### config.mk
export PLATFORM = sky130hd
export DESIGN_NAME = tcp_tx_session_arbiter
export DESIGN_NICKNAME = d
export VERILOG_FILES = /design/src/rtl/tcp_tx_session_arbiter.sv
export SDC_FILE = /design/constraint.sdc
export NUM_CORES = 1
export LEC_CHECK = 0
export CAP_MARGIN = 20
export CORE_AREA = 2 2 748 750
export CTS_CLUSTER_DIAMETER = 60
export DETAILED_ROUTE_END_ITERATION = 10
export DIE_AREA = 0 0 750 752
export SETUP_SLACK_MARGIN = 0.5
export SYNTH_ARGS = -nofsm -noshare
export SYNTH_HDL_FRONTEND = slang
export SYNTH_SLANG_ARGS = --single-unit
### constraint.sdc
create_clock -name aclk -period 3.4 [get_ports aclk]
set_input_delay 1.02 -clock aclk [delete_from_list [all_inputs] [get_ports aclk]]
set_output_delay 1.02 -clock aclk [all_outputs]
set_load 0.02 [all_outputs]
### src/rtl/tcp_tx_session_arbiter.sv
// Round-robin arbiter sharing one TCP TX metadata/status/data path among NUM_REQ requesters.
// Each packet: issue metadata, await status, then forward the burst (ok) or drain it (error/timeout).
module tcp_tx_session_arbiter #(
  parameter int unsigned NUM_REQ        = 2,
  parameter int unsigned STATUS_TIMEOUT = 1024
) (
  input  logic                     aclk,
  input  logic                     aresetn,
  input  logic [NUM_REQ-1:0]       s_req_meta_TVALID,
  output logic [NUM_REQ-1:0]       s_req_meta_TREADY,
  input  logic [32*NUM_REQ-1:0]    s_req_meta_TDATA,
  input  logic [NUM_REQ-1:0]       s_req_data_TVALID,
  output logic [NUM_REQ-1:0]       s_req_data_TREADY,
  input  logic [512*NUM_REQ-1:0]   s_req_data_TDATA,
  input  logic [64*NUM_REQ-1:0]    s_req_data_TKEEP,
  input  logic [NUM_REQ-1:0]       s_req_data_TLAST,
  output logic                     m_axis_tx_metadata_TVALID,
  input  logic                     m_axis_tx_metadata_TREADY,
  output logic [31:0]              m_axis_tx_metadata_TDATA,
  input  logic                     s_axis_tx_status_TVALID,
  output logic                     s_axis_tx_status_TREADY,
  input  logic [63:0]              s_axis_tx_status_TDATA,
  output logic                     m_axis_tx_data_TVALID,
  input  logic                     m_axis_tx_data_TREADY,
  output logic [511:0]             m_axis_tx_data_TDATA,
  output logic [63:0]              m_axis_tx_data_TKEEP,
  output logic                     m_axis_tx_data_TLAST,
  output logic [1:0]               grant_id,
  output logic                     busy,
  output logic [15:0]              drop_count
);

  localparam int unsigned TimerW = $clog2(STATUS_TIMEOUT);
  localparam logic [TimerW-1:0] TimerLast = TimerW'(STATUS_TIMEOUT - 1);

  typedef enum logic [2:0] {StIdle, StSendMeta, StWaitStatus, StStream, StDrain} state_e;

  state_e              state_q, state_d;
  logic [1:0]          grant_q, grant_d;
  logic [1:0]          ptr_q, ptr_d;
  logic [31:0]         meta_q, meta_d;
  logic [15:0]         drop_q, drop_d;
  logic [TimerW-1:0]   timer_q, timer_d;

  logic                pick_found;
  logic [1:0]          pick_idx;
  logic [NUM_REQ-1:0]  pick_oh;
  logic [31:0]         pick_meta;
  int unsigned         scan_idx;

  logic [NUM_REQ-1:0]  grant_oh;
  logic                sel_valid;
  logic                sel_last;
  logic [511:0]        sel_data;
  logic [63:0]         sel_keep;

  logic [NUM_REQ-1:0]  meta_ready;
  logic [NUM_REQ-1:0]  data_ready;
  logic                tx_valid;
  logic                status_ready;
  logic [15:0]         drop_inc;

  logic                unused_status;
  assign unused_status = ^s_axis_tx_status_TDATA[61:0];

  // Scan starts one past the last served requester so every requester gets a turn.
  always_comb begin
    pick_found = 1'b0;
    pick_idx   = '0;
    pick_oh    = '0;
    pick_meta  = '0;
    scan_idx   = 0;
    for (int unsigned k = 1; k <= NUM_REQ; k++) begin
      scan_idx = (32'(ptr_q) + k) % NUM_REQ;
      for (int unsigned i = 0; i < NUM_REQ; i++) begin
        if (!pick_found && (scan_idx == i) && s_req_meta_TVALID[i]) begin
          pick_found = 1'b1;
          pick_idx   = 2'(i);
          pick_oh[i] = 1'b1;
          pick_meta  = s_req_meta_TDATA[32*i +: 32];
        end
      end
    end
  end

  always_comb begin
    grant_oh  = '0;
    sel_valid = 1'b0;
    sel_last  = 1'b0;
    sel_data  = '0;
    sel_keep  = '0;
    for (int unsigned i = 0; i < NUM_REQ; i++) begin
      if (grant_q == 2'(i)) begin
        grant_oh[i] = 1'b1;
        sel_valid   = s_req_data_TVALID[i];
        sel_last    = s_req_data_TLAST[i];
        sel_data    = s_req_data_TDATA[512*i +: 512];
        sel_keep    = s_req_data_TKEEP[64*i +: 64];
      end
    end
  end

  assign drop_inc = (drop_q == 16'hFFFF) ? drop_q : drop_q + 16'd1;

  always_comb begin
    state_d      = state_q;
    grant_d      = grant_q;
    ptr_d        = ptr_q;
    meta_d       = meta_q;
    drop_d       = drop_q;
    timer_d      = timer_q;
    meta_ready   = '0;
    data_ready   = '0;
    tx_valid     = 1'b0;
    status_ready = 1'b0;
    unique case (state_q)
      StIdle: begin
        if (pick_found) begin
          grant_d    = pick_idx;
          meta_d     = pick_meta;
          meta_ready = pick_oh;
          state_d    = StSendMeta;
        end
      end
      StSendMeta: begin
        if (m_axis_tx_metadata_TREADY) begin
          timer_d = '0;
          state_d = StWaitStatus;
        end
      end
      StWaitStatus: begin
        status_ready = 1'b1;
        // A status beat wins over a timeout landing in the same cycle.
        if (s_axis_tx_status_TVALID) begin
          if (s_axis_tx_status_TDATA[63:62] == 2'b00) begin
            state_d = StStream;
          end else begin
            drop_d  = drop_inc;
            state_d = StDrain;
          end
        end else if (timer_q == TimerLast) begin
          drop_d  = drop_inc;
          state_d = StDrain;
        end else begin
          timer_d = timer_q + TimerW'(1);
        end
      end
      StStream: begin
        tx_valid   = sel_valid;
        data_ready = grant_oh & {NUM_REQ{m_axis_tx_data_TREADY}};
        if (sel_valid && sel_last && m_axis_tx_data_TREADY) begin
          ptr_d   = grant_q;
          state_d = StIdle;
        end
      end
      StDrain: begin
        data_ready = grant_oh;
        if (sel_valid && sel_last) begin
          ptr_d   = grant_q;
          state_d = StIdle;
        end
      end
      default: state_d = StIdle;
    endcase
  end

  always_ff @(posedge aclk or negedge aresetn) begin
    if (!aresetn) begin
      state_q <= StIdle;
      grant_q <= '0;
      ptr_q   <= '0;
      meta_q  <= '0;
      drop_q  <= '0;
      timer_q <= '0;
    end else begin
      state_q <= state_d;
      grant_q <= grant_d;
      ptr_q   <= ptr_d;
      meta_q  <= meta_d;
      drop_q  <= drop_d;
      timer_q <= timer_d;
    end
  end

  // The IDLE-cycle pick is combinational on requester valids; hold it off while in reset.
  assign s_req_meta_TREADY         = meta_ready & {NUM_REQ{aresetn}};
  assign s_req_data_TREADY         = data_ready;
  assign m_axis_tx_metadata_TVALID = (state_q == StSendMeta);
  assign m_axis_tx_metadata_TDATA  = meta_q;
  assign s_axis_tx_status_TREADY   = status_ready;
  assign m_axis_tx_data_TVALID     = tx_valid;
  assign m_axis_tx_data_TDATA      = sel_data;
  assign m_axis_tx_data_TKEEP      = sel_keep;
  assign m_axis_tx_data_TLAST      = sel_last;
  assign grant_id                  = grant_q;
  assign busy                      = (state_q != StIdle);
  assign drop_count                = drop_q;

endmodule

After elaboration in Yosys (flattened, before gate mapping)
Cells that the tools add are included.
- bits in read-only memories: 0
- logic and storage cells: 101
- bits in registers: 64
- latch bits: 0
- RAM bits: 0
- memories kept: 0
- output and inout bits: 635
- shift operators: 0
- mux-type cells: 48
- divide/modulo/power cells: 0
- bitwise logic cells: 2
- magnitude comparators: 0
- add/subtract/negate cells: 4
- reduce and logical (&&, ||, !) cells: 26
- equal/unequal tests: 15
- $mul: 0
- operators by type and width (operator ; number):
    $mux 512 ; 2
    $mux 32 ; 4
    $mux 64 ; 2
    $logic_not 32->1 ; 2
    $mux 16 ; 4
    $mux 10 ; 3
    $mux 3 ; 7
    $pmux 10 s2 ; 1
    $mux 1 ; 18
    $add 16x1->16 const B ; 1
    $eq 16x16->1 const B ; 1
    $pmux 3 s5 ; 1
    $ne 2x2->1 const B ; 6
    $add 10x1->10 const B ; 1
    $eq 10x10->1 const B ; 1
    $logic_and 1x1->1 ; 9
    $mux 2 ; 4
    $eq 3x2->1 const B ; 2
    $reduce_and 3->1 ; 2
    $reduce_bool 2->1 ; 3
    $reduce_and 5->1 ; 1
    $and 2x2->2 ; 2
    $logic_not 2->1 ; 2
    $pmux 2 s2 ; 1
    other kinds (12) ; 15

Logic depth before layout (Yosys ltp)
Gate-level depths: netlist of run 1.
- depth in word-level cells: 19
- mapped depth: 9
- mapped depth without buffers: 6

Worst setup path after synthesis of run 1
No wires, ideal clock.
- kind: input -> output
- start point: input s_req_meta_TVALID[1]
- end point: output s_req_meta_TREADY[1]
- data required time: 2380 ps
- setup slack: 270 ps
- arrival: 2110 ps
- stages on the path: 4
- cells stage by stage: inv_1 a211oi_1 clkbuf_1 and2_1
- word-level cells in the longest chain between the ends: 13
- RTL lines (what ; line ; RTL):
    start: declaration ; 9 ; input logic [NUM_REQ-1:0] s_req_meta_TVALID,
    $logic_and 1x1->1 ; 76 ; if (!pick_found && (scan_idx == i) && s_req_meta_TVALID[i]) begin
    $mux 1 ; 76 ;
    $logic_not 1->1 ; 76 ;
    $logic_and 1x1->1 (2 in series) ; 76 ;
    $mux 1 ; 76 ;
    $logic_not 1->1 ; 76 ;
    $logic_and 1x1->1 (2 in series) ; 76 ;
    $mux 1 ; 76 ;
    $mux 2 * ; 118 ; if (pick_found) begin
    $mux 2 * ; 116 ; unique case (state_q)
    $and 2x2->2 * ; 186 ; assign s_req_meta_TREADY = meta_ready & {NUM_REQ{aresetn}};
    end: declaration ; 10 ; output logic [NUM_REQ-1:0] s_req_meta_TREADY,
Every way passes the cells marked *; elsewhere a longest branch is shown, timed or not.

Final worst setup path of run 1
- start point: input s_req_data_TDATA[379]
- end point: output m_axis_tx_data_TDATA[379]
- word-level cells in the longest chain between the ends: 2
- RTL lines (what ; line ; RTL):
    start: declaration ; 14 ; input logic [512*NUM_REQ-1:0] s_req_data_TDATA,
    $mux 512 (2 in series) ; 93 ; if (grant_q == 2'(i)) begin
    end: declaration ; 25 ; output logic [511:0] m_axis_tx_data_TDATA,
No other way between the ends.

==> results.py, run 1 <==
metrics = {
    "detailed_routing": {
        "wire_per_inst_um": 43.16,
        "route.met2.wl_mm": 214.2,
        "wl_met1_mm": 140.7,
        "wl_met3_mm": 70.92,
        "via_per_inst": 1.969,
        "ant_nets": 0,
        "dr.pass1.iters": 5,
        "top_layer": "met5",
        "drtIter0Drc": 1306,
        "drcViolationCount": 0,
        "vias": 20570,
        "finalWirelength_mm": 450.9,
    },
    "sta": {
        "slew_headroom_pct": 43.15,
        "final-setup-viol-count": 1,
        "fmax_mhz": 292.4,
        "clock_skew_ns": 0.01036,
        "hold_violations": 0,
        "period_needed_ns": 3.420,
        "report.final.slew_viol_count": 0,
        "setup_ws_ns": -0.02041,
        "rsz0062_at_grt": "yes",
        "tightest_slew_ns": 0.8501,
        "holdWs_ns": 0.4884,
        "fin_crit_sh_pct": 100.6,
    },
    "worst_setup_path": {
        "slowest_delay_ns": 0.72,
        "end_kind": "primary output",
        "cp.arrival_ns": 2.40,
        "critPathLaunchType": "input port",
        "crit_family": "buffers and inverters",
        "path_cells": "clkdlybuf4s50_1 -> mux2_2 -> buf_12",
        "path_buf_inv": 2,
        "cp_slowest_cell": "clkdlybuf4s50_1",
        "path_class": "input port to primary output",
        "worstPathRequired_ns": 2.38,
        "path_max_fanout": 1,
    },
    "power": {
        "p_leak_nw": 14.25,
        "total_power_w": 0.02627,
        "ir_drop_uv": 490.4,
        "power.density_nw_per_um2": 628.1,
    },
    "yosys": {
        "synth_nets": 2220,
        "mappedNetlistArea_um2": 9813,
        "ys_ff_latch": 63,
        "yosysTopAreaCell": "mux2_2",
        "synth.avg_cell_area_um2": 10.59,
        "ys.flop_type": "dfrtp_1",
        "synth_cells": 927,
        "synth-edff-count": 0,
        "ys_warn_count": 0,
        "async_flop_share_pct": 100.0,
        "seq_area_frac_synth_pct": 16.07,
        "synthTopCellsByArea": "mux2_2, dfrtp_1, a222oi_1, clkbuf_1, inv_1",
        "ys_types": 49,
        "synth_top_area_share_pct": 65.41,
    },
    "global_routing": {
        "grt_max_degree": 59,
        "first_global_vias": 17700,
        "antenna_found_initial": 631,
        "grt_pass1_wl_mm": 481.4,
        "grt_usage_pct": 15.14,
        "overflow": 0,
    },
    "cts": {
        "ctsHoldBuffers": 0,
        "ctsLongestPathBuffers": 2,
        "cts_sinks": 63,
        "clkLatencyLatePin_ns": 0.39,
        "cts_tree": "done",
        "h-tree-depth": 3,
        "numCtsBuffers": 9,
        "cts.reportedPaths.clkPinSlew_ns": 0.06,
        "cts_root_buf": "clkbuf_16",
    },
    "floorplanning": {
        "core-area_um2": 555700,
        "initial_utilization_pct": 1.766,
        "ios": 1926,
        "dieArea_um2": 564000,
        "die_h_um": 752,
        "die_w_um": 750,
        "rows": 274,
    },
    "layout": {
        "fillers": 64780,
        "seqCellArea_um2": 1580,
        "final_cell_mix": "clkdlybuf4s50_1, mux2_2, buf_12",
        "final_cells": 10450,
        "layout_commonest_cell": "clkdlybuf4s50_1",
        "multi_input_area_um2": 8053,
        "synthToLayoutAreaGrowth_pct": 326.2,
        "nets": 4132,
        "drive_above_1_share_pct": 41.03,
    },
    "run_status": {
        "status": "finished, violations left",
        "violations": "setup timing",
    },
    "job": {
        "drv_cap": 0,
    },
    "place": {
        "port-buffer-count": 1862,
        "dpl.hpwl_mm": 427.7,
        "placed_cells": 10220,
        "gp_congestion": 1.423,
    },
    "worst_hold_path": {
        "hold_path.class": "flip-flop to flip-flop",
    },
}
==> synth_stat cells (2+ instances only) <==
master and count:
a21oi_1 4, nand3_1 12, nor3_1 6, dfrtp_1 63
nand2_1 17, xor2_1 13, or2_2 2, a211o_1 2
clkbuf_1 77, o21ai_1 6, o21bai_1 3, o31ai_1 2
nand4_1 2, o311ai_1 2, a222oi_1 32, mux2_1 9
nor3b_1 3, o21ai_0 2, nor2b_1 3, buf_2 2
nor3_2 8, mux2_2 570, buf_6 4, and2_1 3
inv_1 35, and3_1 6, xnor2_1 2, ha_1 2
inv_2 2, nor4_2 6, nor2_1 9
==> area by class of cell <==
cell class,count,area share [%]
Timing Repair Buffer,1985,52.71
Clock buffer,9,0.5384
Tap cell,7452,22.29
Multi-Input combinational cell,743,19.25
Clock inverter,7,0.1914
Antenna cell,151,0.9034
Inverter,37,0.3320
Sequential cell,63,3.778
==> cells by family (layout without fill, tap and decap cells) <==
logic type,after synthesis,count (layout),share of synthesized area [%]
muxes,580,580,66.54
buffers and inverters,121,2038,4.998
and+or+nand+nor,81,81,5.177
AOI/OAI and AO/OA,64,64,5.585
DFF,63,63,16.07
xor gates and xnor gates,15,15,1.339
adders and majority gates,2,2,0.2550
other,1,152,0.03821
==> final timing paths <==
path | startpoint | to | slack [ns] | cells past startpoint
worst max-delay path | s_req_data_TDATA[379] | m_axis_tx_data_TDATA[379] | -0.02 | 3
worst min-delay path | m_axis_tx_metadata_TDATA[0] | m_axis_tx_metadata_TDATA[0] | 0.49 | 2
worst max register to register | state_q[2] | drop_count[14] | 0.99 | 6
worst min register to register | m_axis_tx_metadata_TDATA[0] | m_axis_tx_metadata_TDATA[0] | 0.49 | 2
max in group asynchronous | aresetn | grant_id[0] | 1.66 | 3
min in group asynchronous | aresetn | m_axis_tx_metadata_TDATA[14] | 0.83 | 2
==> power breakdown <==
part / total, W / switching, W / internal, W
sequential: 0.00125 / 0.000222 / 0.00103
combinational: 0.0240 / 0.0132 / 0.0108
clock: 0.00105 / 0.000470 / 0.000578
==> worst min-delay path, cell delays in order, from the launching register on <==
cell and delay, ns:
dfrtp_1 0.34, a222oi_1 0.06, inv_1 0.05
==> layer usage <==
layer / GRT usage, % / vias to the layer above
li1: - / 7549
met1: 13.85 / 8984
met2: 26.30 / 2526
met3: 10.48 / 1275
met4: 5.654 / 232
met5: 0.008420 / -
==> state kept, by name, indices dropped and copies added, names as in the netlist <==
| signal | flops |
|---|---|
| drop_count | 16 |
| grant_id | 1 |
| m_axis_tx_metadata_TDATA | 32 |
| ptr_q | 1 |
| state_q | 3 |
| timer_q | 10 |
==> through the flow <==
| step | TNS, ns | util (%) | instance area (µm²) | setup WS [ns] |
|---|---|---|---|---|
| floorplan | 0 | - | 9827 | 0.4988 |
| global placement | -1.019 | 7.154 | 39760 | -0.3351 |
| detailed placement | -0.9671 | 7.154 | 39760 | -0.3304 |
| CTS | -0.6630 | 7.258 | 40340 | -0.03327 |
| global route | 0 | 7.495 | 41650 | 0.01344 |
| finish | -0.02041 | 7.527 | 41830 | -0.02041 |
==> what timing repair did <==
| item | CTS | global route |
|---|---|---|
| setup buffers | 12 | 24 |
| gates resized for setup | 273 | 314 |
| cloned | 7 | 14 |
| setup endpoints to repair | 584 | 583 |
| pin swaps | 1 | 4 |
Note: power is estimated with default switching activity, not from simulation.
==> run 2: changes to the inputs <==
--- a/config.mk
+++ b/config.mk
@@ -5,7 +5,7 @@
 export SDC_FILE = /design/constraint.sdc
 export NUM_CORES = 1
 export LEC_CHECK = 0
-export CAP_MARGIN = 20
+export CAP_MARGIN = 10
 export CORE_AREA = 2 2 748 750
 export CTS_CLUSTER_DIAMETER = 60
 export DETAILED_ROUTE_END_ITERATION = 10
==> results of run 2 <==
Final layout, timing and power as in run 1 (identical DEF).
